==> src/rtl/thermal_covert_tx_if.sv <==
// thermal_covert_tx_if: valid/ready message handshake between message source and transmitter
interface thermal_covert_tx_if #(parameter int MSG_W = 8);
    logic             msg_valid;
    logic [MSG_W-1:0] msg_data;
    logic             msg_ready;
    modport master (output msg_valid, output msg_data, input msg_ready);
    modport slave (input msg_valid, input msg_data, output msg_ready);
endinterface

==> src/rtl/thermal_covert_tx.sv <==
// thermal_covert_tx: frames a message into timed heater periods and measures a sense oscillator per bit window
module thermal_covert_tx #(
    parameter int HEATER_W = 75,
    parameter int BIT_CYCLES = 2**26,
    parameter int MSG_W = 8,
    parameter int CNT_W = 20,
    parameter int DISP_NIBBLES = 3,
    parameter int SLOT_CYCLES = 2**22
) (
    input  logic                clk,
    input  logic                rst_n,
    thermal_covert_tx_if.slave  msg,
    output logic                busy,
    output logic                heater_on,
    output logic                heater_tap,
    input  logic                sense_in,
    output logic [CNT_W-1:0]    sample_count,
    output logic                sample_valid,
    output logic [3:0]          led
);
    localparam int TW = $clog2(BIT_CYCLES);
    localparam int STW = SLOT_CYCLES > 1 ? $clog2(SLOT_CYCLES) : 1;
    localparam int BW = MSG_W > 1 ? $clog2(MSG_W) : 1;
    localparam int SW = $clog2(DISP_NIBBLES + 1);
    localparam int PW = 4 * DISP_NIBBLES + 4;
    typedef enum logic [1:0] {IDLE, PRE, DATA, GUARD} state_t;
    state_t              state_q, state_d;
    logic [TW-1:0]       timer_q, timer_d;
    logic [BW-1:0]       bit_q, bit_d;
    logic [MSG_W-1:0]    shift_q, shift_d;
    logic                ready_q, ready_d, busy_q, busy_d, heat_q, heat_d, valid_q, valid_d;
    logic [HEATER_W-1:0] bank_q, bank_d;
    logic [2:0]          sync_q, sync_d;
    logic [CNT_W-1:0]    cnt_q, cnt_d, sample_q, sample_d, cnt_inc;
    logic [STW-1:0]      stimer_q, stimer_d;
    logic [SW-1:0]       slot_q, slot_d;
    logic [3:0]          led_q, led_d;
    logic [PW-1:0]       disp;
    logic                accept, tc, stc, edge_det;
    always_comb begin
        accept = msg.msg_valid & ready_q;
        tc = timer_q == TW'(BIT_CYCLES - 1);
        state_d = state_q;
        bit_d = bit_q;
        shift_d = shift_q;
        timer_d = (accept || tc) ? '0 : timer_q + 1'b1;
        unique case (state_q)
            IDLE: if (accept) begin
                state_d = PRE;
                shift_d = msg.msg_data;
            end
            PRE: if (tc) begin
                state_d = DATA;
                bit_d = BW'(MSG_W - 1);
            end
            DATA: if (tc) begin
                shift_d = shift_q << 1;
                bit_d = bit_q - 1'b1;
                state_d = (bit_q == '0) ? GUARD : DATA;
            end
            GUARD: if (tc) state_d = IDLE;
            default: state_d = IDLE;
        endcase
        ready_d = state_d == IDLE;
        busy_d = state_d != IDLE;
        heat_d = state_d == PRE || (state_d == DATA && shift_d[MSG_W-1]);
        bank_d = heat_q ? ~bank_q : bank_q;
        // sync_q[1] is the synchronised sample, sync_q[2] its previous value
        sync_d = {sync_q[1:0], sense_in};
        edge_det = sync_q[1] & ~sync_q[2];
        cnt_inc = cnt_q + CNT_W'(edge_det & ~&cnt_q);
        cnt_d = (accept || tc) ? '0 : cnt_inc;
        sample_d = tc ? cnt_inc : sample_q;
        valid_d = tc;
        stc = stimer_q == STW'(SLOT_CYCLES - 1);
        stimer_d = stc ? '0 : stimer_q + 1'b1;
        slot_d = stc ? ((slot_q == SW'(DISP_NIBBLES)) ? '0 : slot_q + 1'b1) : slot_q;
        disp = PW'({sample_q, 4'b0000});
        led_d = disp[{slot_q, 2'b00} +: 4];
    end
    always_ff @(posedge clk) begin
        if (!rst_n) begin
            state_q <= IDLE;
            timer_q <= '0;
            bit_q <= '0;
            shift_q <= '0;
            ready_q <= 1'b0;
            busy_q <= 1'b0;
            heat_q <= 1'b0;
            bank_q <= '0;
            sync_q <= '0;
            cnt_q <= '0;
            sample_q <= '0;
            valid_q <= 1'b0;
            stimer_q <= '0;
            slot_q <= '0;
            led_q <= '0;
        end else begin
            state_q <= state_d;
            timer_q <= timer_d;
            bit_q <= bit_d;
            shift_q <= shift_d;
            ready_q <= ready_d;
            busy_q <= busy_d;
            heat_q <= heat_d;
            bank_q <= bank_d;
            sync_q <= sync_d;
            cnt_q <= cnt_d;
            sample_q <= sample_d;
            valid_q <= valid_d;
            stimer_q <= stimer_d;
            slot_q <= slot_d;
            led_q <= led_d;
        end
    end
    assign msg.msg_ready = ready_q;
    assign busy = busy_q;
    assign heater_on = heat_q;
    assign heater_tap = ^bank_q;
    assign sample_count = sample_q;
    assign sample_valid = valid_q;
    assign led = led_q;
endmodule

==> src/flat_wrapper.sv <==
// flat-port wrapper written by rule: the top's interface ports become plain ports
module thermal_covert_tx_flat 
#(
    parameter int HEATER_W = 75,
    parameter int BIT_CYCLES = 2**26,
    parameter int MSG_W = 8,
    parameter int CNT_W = 20,
    parameter int DISP_NIBBLES = 3,
    parameter int SLOT_CYCLES = 2**22
)
  (clk, rst_n, busy, heater_on, heater_tap, sense_in, sample_count, sample_valid, led, msg_msg_valid, msg_msg_data, msg_msg_ready);
  thermal_covert_tx_if #(.MSG_W(MSG_W)) msg_i ();
  input  logic clk;
  input  logic rst_n;
  output logic busy;
  output logic heater_on;
  output logic heater_tap;
  input  logic sense_in;
  output logic [CNT_W-1:0] sample_count;
  output logic sample_valid;
  output logic [3:0] led;
  input wire logic [$bits(msg_i.msg_valid)-1:0] msg_msg_valid;
  input wire logic [$bits(msg_i.msg_data)-1:0] msg_msg_data;
  output wire logic [$bits(msg_i.msg_ready)-1:0] msg_msg_ready;
  assign msg_i.msg_valid = msg_msg_valid;
  assign msg_i.msg_data = msg_msg_data;
  assign msg_msg_ready = msg_i.msg_ready;
  thermal_covert_tx #(.HEATER_W(HEATER_W), .BIT_CYCLES(BIT_CYCLES), .MSG_W(MSG_W), .CNT_W(CNT_W), .DISP_NIBBLES(DISP_NIBBLES), .SLOT_CYCLES(SLOT_CYCLES)) u_core (.clk(clk), .rst_n(rst_n), .msg(msg_i), .busy(busy), .heater_on(heater_on), .heater_tap(heater_tap), .sense_in(sense_in), .sample_count(sample_count), .sample_valid(sample_valid), .led(led));
endmodule
==> config.mk <==
export PLATFORM = sky130hd
export DESIGN_NAME = thermal_covert_tx_flat
export DESIGN_NICKNAME = d
export VERILOG_FILES = /design/src/rtl/thermal_covert_tx_if.sv /design/src/rtl/thermal_covert_tx.sv /design/src/flat_wrapper.sv
export SDC_FILE = /design/constraint.sdc
export NUM_CORES = 1
export LEC_CHECK = 0
export ABC_AREA = 1
export BUFFER_PORTS_ARGS = -buffer_cell sky130_fd_sc_hd__buf_2
export CAP_MARGIN = 20
export CORE_MARGIN = 8
export CORE_UTILIZATION = 55
export DETAILED_ROUTE_END_ITERATION = 6
export GPL_ROUTABILITY_DRIVEN = 0
export PLACE_DENSITY = 0.75
export RECOVER_POWER = 100
export REMOVE_ABC_BUFFERS = 1
export SYNTH_ARGS = -nofsm -noshare
export SYNTH_HDL_FRONTEND = slang
export SYNTH_SLANG_ARGS = --single-unit
==> constraint.sdc <==
create_clock -name clk -period 2.07 [get_ports clk]
set_clock_uncertainty 0.2 [all_clocks]
set_input_delay 0 -clock clk [delete_from_list [all_inputs] [get_ports clk]]
set_output_delay 0 -clock clk [all_outputs]
set_load 0.05 [all_outputs]
* Yosys cells after proc, flatten, opt, wreduce, memory -nomap -nowiden
Cells that the tools add are included.
** Word-level totals
- Register bits after elaboration :: 189
- Latch bits :: 0
- Bits in writable memories :: 0
- Bits in read-only memories :: 0
- Output and inout bits :: 29
- Memories kept :: 0
** Cells by class
- Add/subtract/negate cells :: 5
- Multiply operators :: 0
- Divide/modulo/power cells :: 0
- Magnitude comparators :: 0
- Equal/unequal tests :: 11
- Shift operators :: 1
- Muxes and demuxes :: 13
- Bitwise operators :: 6
- Reduce and logical (&&, ||, !) cells :: 16
** Operators by type and width (number)
- $not A75 Y75 :: 1
- $reduce_xor A75 Y1 :: 1
- $add A26 B1 Y26 const B :: 1
- $eq A26 B26 Y1 const B :: 1
- $add A22 B1 Y22 const B :: 1
- $eq A22 B22 Y1 const B :: 1
- $add A20 B20 Y20 :: 1
- $reduce_and A20 Y1 :: 1
- $mux W8 :: 2
- $pmux W8 S2 :: 1
- $shiftx A16 B5 Y4 :: 1
- $mux W2 :: 5
- $eq A2 B2 Y1 const B :: 4
- $pmux W2 S4 :: 1
- $mux W3 :: 2
- $ne A2 B1 Y1 const B :: 3
- $pmux W3 S2 :: 1
- $reduce_and A3 Y1 :: 2
- $reduce_bool A2 Y1 :: 3
- $eq A2 B1 Y1 const B :: 2
- $logic_not A2 Y1 :: 2
- $reduce_or A2 Y1 :: 2
- $and A1 B1 Y1 :: 3
- $logic_not A3 Y1 :: 1
- 7 further kinds :: 9

* Depth between registers and ports, before layout
- Depth after elaboration :: 7
- Gate-level depth with buffers :: 16
- Gate-level depth less buffers :: 16

* Worst setup path after synthesis
No wires, ideal clock.
- Path kind :: reg-to-reg
- Start point :: register u_core.cnt_q[10]
- End point :: register u_core.sample_q[18], in the netlist u_core.sample_count[18]
- Library setup time :: 0.069 ns
- Data arrival time :: 1.934 ns
- Data required time :: 1.801 ns
- Path slack :: -0.133 ns
- Stages on the path, launching flop included :: 15
- Cells stage by stage :: dfxtp_1 nand4_1 inv_1 nand4_1 o41ai_1 nor2_1 ha_1 ha_1 inv_1 nor2_1 nand4_1 nor4_1 xor2_1 inv_1 o21ai_1
** Between the ends
- Cells in the longest elaborated chain, start to end :: 4
** Ends and longest elaborated chain
- start: declaration :: RTL line thermal_covert_tx.sv:34 : logic [CNT_W-1:0] cnt_q, cnt_d, sample_q, sample_d, cnt_inc;
- start signal: assignment :: RTL line thermal_covert_tx.sv:108 : cnt_q <= cnt_d;
- $reduce_and A20 Y1 :: RTL line thermal_covert_tx.sv:71 : cnt_inc = cnt_q + CNT_W'(edge_det & ~&cnt_q);
- $logic_not A1 Y1 :: RTL line thermal_covert_tx.sv:71
- $and A1 B1 Y1 :: RTL line thermal_covert_tx.sv:71
- $add A20 B20 Y20 (*) :: RTL line thermal_covert_tx.sv:71
- end signal: assignment :: RTL line thermal_covert_tx.sv:109 : sample_q <= sample_d;
- end: declaration :: RTL line thermal_covert_tx.sv:34
Mark *: on every way between the ends. The rest lies on a longest branch, timed or not.
A chain may end at the register's enable or synchronous reset.

* Final worst setup path
- Start point :: register u_core.cnt_q[12]
- End point :: register u_core.sample_q[19], in the netlist u_core.sample_count[19]
Same word-level chain as after synthesis.

==> results.yml <==
outcome:
  status: "finished with violations"
  failed_checks: "negative setup slack"
die:
  ioPinCount: 41
  core_sq_um: 16410
  die_w_um: 144.8
  die-area_sq_um: 20970
  die_h_um: 144.8
  initial_core_util: 0.5562
  rows: 47
clock_tree:
  cts_tree: "yes"
  cts.sinks: 189
  clk-insertion-delay-late_ns: 0.44
  clk_pin_slew_ns: 0.08
  cts_made_buffers: 17
  cts-root-buf: "clkbuf_16"
  cts_buffer_depth: 2
  cts-htree-levels: 4
run:
  maxCapViolCount: 0
place:
  dp_hpwl_um: 12350
  port_buffers: 40
synth:
  seq_area_frac_synth: 0.4146
  syn_area_per_cell_sq_um: 7.041
  ys.flop_type: "dfxtp_1"
  yosysMostFrequentCell: "nand2_1"
  ys_async_sr_fraction: 0
  netlist_instances: 1296
  synth_top_area_share: 0.4146
  ys_top_cells_by_count: "nand2_1 (436), dfxtp_1 (189), nor2_1 (163)"
  synth_top_area_cell: "dfxtp_1"
  synthesis.area_sq_um: 9125
  yosysWarnings: 0
  synth-edff-count: 0
  synth_seq_cells: 189
  synth_cell_types: 41
  synth_area_leaders: "dfxtp_1 (41%), nand2_1 (18%), xnor2_1 (9.7%), nor2_1 (6.7%), inv_1 (5.8%)"
layout:
  layout.nets: 1437
  multi_input_area_sq_um: 5126
  antenna_cells: 0
  regArea_sq_um: 3860
  fill_cells: 1231
  area_growth_pct: 26.04
  drive_above_1_share: 0.2175
setup_path:
  setup.worst_path.class: "reg -> reg"
  endpoint_kind: "flip-flop"
  worstPathRequired_ns: 2.24
  arrival_ns: 2.62
  cp_max_fo: 3
  cp-start-kind: "flip-flop"
timing:
  tightestPinTransition_ns: 0.8364
  fmax_mhz: 408.0
  fin_setup_tns_ns: -12.79
  finalCriticalPeriod_ns: 2.451
  max-slew-margin-rel: 0.4424
  rsz0062_at_grt: "yes"
  finalSetupViolations: 79
  fin_crit_sh: 1.184
  hold_ws_ns: 0.1835
  slew_violations: 0
  layout_setup_ws_ns: -0.3809
  finalHoldViolCount: 0
grt:
  grt_pass1_wl_um: 32050
  antenna_found_initial: 0
  grt_max_degree: 89
  grt_use_total: 0.1860
  grt-ovfl-total: 0
  grt_pass1_vias: 7670
route:
  wire_per_inst_um: 12.72
  dr_wl_met3_um: 898
  wl_um: 20990
  num_vias: 8244
  dr.pass1.iters: 6
  met1_length_um: 9049
  avgViaCountPerCell: 4.996
  top_layer_used: "met4"
  wl_met2_um: 10440
  first_iter_violations: 473
  drcViolationCount: 0
  antenna_left: 0
power_and_ir_drop:
  cellLeakagePower_nw: 4.794
  pwr_density_cell_nw_per_um2: 901.6
  peakVddDrop_v: 0.001361
hold_path:
  hold_class: "in -> reg"
[flip-flops by register name, summed over array words and instances (netlist names), 3 cells and up]
signal / cells
u_core.bank_q: 75
u_core.bit_q: 3
u_core.cnt_q: 20
u_core.led: 4
u_core.sample_count: 20
u_core.shift_q: 8
u_core.stimer_q: 22
u_core.sync_q: 3
u_core.timer_q: 26
[area by class of cell]
| class | instances | area share |
|---|---|---|
| well taps | 220 | 0.02393 |
| flip-flops and latches | 189 | 0.3356 |
| clock inverters | 14 | 0.01501 |
| inverters | 148 | 0.05026 |
| multi-input cells | 929 | 0.4457 |
| repair buffers | 133 | 0.09247 |
| clock buffers | 17 | 0.03699 |
[where the power goes]
group          leakage, nW  total, mW  switching, mW  internal, mW
logic                 2.94       2.82           1.65          1.17
registers             1.56       4.19          0.279          3.91
clock network        0.294       3.37           1.54          1.83
[layout by cell type, fill, tap and decap left out, types with 8 or more instances in the layout]
cell type,n
inv_2,13
o21ai_0,11
buf_4,62
xor2_1,21
nor3_1,12
dlygate4sd3_1,12
buf_6,10
xor2_2,8
nor2_2,16
buf_2,10
nor2_1,147
xnor2_1,95
inv_1,130
nor2_4,13
nor3_2,9
nand3_1,29
dfxtp_2,49
nand3_2,9
clkbuf_16,20
a21oi_1,26
dfxtp_1,136
o21ai_1,17
nand2_2,20
nand2_1,416
clkbuf_1,28
nand4_1,14
[worst max-delay path: stages (launching register included)]
cell,delay [ns]
dfxtp_2,0.33
nand4_1,0.09
inv_1,0.06
nand4_1,0.09
o41ai_2,0.07
nor2_1,0.13
ha_2,0.25
buf_6,0.12
nand3_4,0.08
nor2_4,0.13
nand2_2,0.11
nor2_4,0.13
nand2_2,0.09
inv_2,0.09
nand3_2,0.08
xor2_2,0.19
o21ai_1,0.14
[through the flow]
stage / cells / util / total power, mW / area, sq um / setup slack, ns
detailed placement: 1572 / 0.6022 / 6.755 / 9881 / -0.2674
floorplan: 1266 / - / 6.285 / 8981 / -1.482
finish: 1650 / 0.7010 / 10.37 / 11500 / -0.3809
CTS: 1626 / 0.6600 / 10.21 / 10830 / -0.2239
global placement: 1572 / 0.6022 / 6.672 / 9881 / -0.1995
global route: 1650 / 0.7010 / 10.99 / 11500 / -0.4438
[layer usage]
metal / vias up / track usage
met3: 60 / 0.03871
met4: 0 / 0.06791
li1: 4212 / -
met1: 3808 / 0.2080
met2: 164 / 0.3397
met5: - / 0
[timing repair]
| item | in CTS | in global routing |
|---|---|---|
| cloned | 0 | 4 |
| hold buffers | 12 | 0 |
| hold endpoints to repair | 44 | 0 |
| pin swaps | 25 | 60 |
| setup buffers | 15 | 23 |
| gates resized for setup | 42 | 160 |
| endpoints found under the setup margin | 32 | 99 |
[worst paths after layout]
check                                 startpoint                      end  slack, ns  cells after the start
worst max-delay path            u_core.cnt_q[12]  u_core.sample_count[19]      -0.38                     16
worst max register to register  u_core.cnt_q[12]  u_core.sample_count[19]      -0.38                     16
worst min register to register  u_core.sync_q[0]         u_core.sync_q[1]       0.23                      2
worst min-delay path             msg_msg_data[2]        u_core.shift_q[2]       0.18                      4
[kinds of logic (layout without fill, tap and decap cells)]
kind of cell / after synthesis / after routing / share of synthesized area
fa+ha+maj: 7 / 7 / 0.009598
xor+xnor: 130 / 130 / 0.1248
simple gates: 711 / 711 / 0.3241
compound gates: 81 / 81 / 0.05019
flops: 189 / 189 / 0.4146
buf+inv: 178 / 312 / 0.07665
Note: power is estimated with default switching activity, not from simulation.
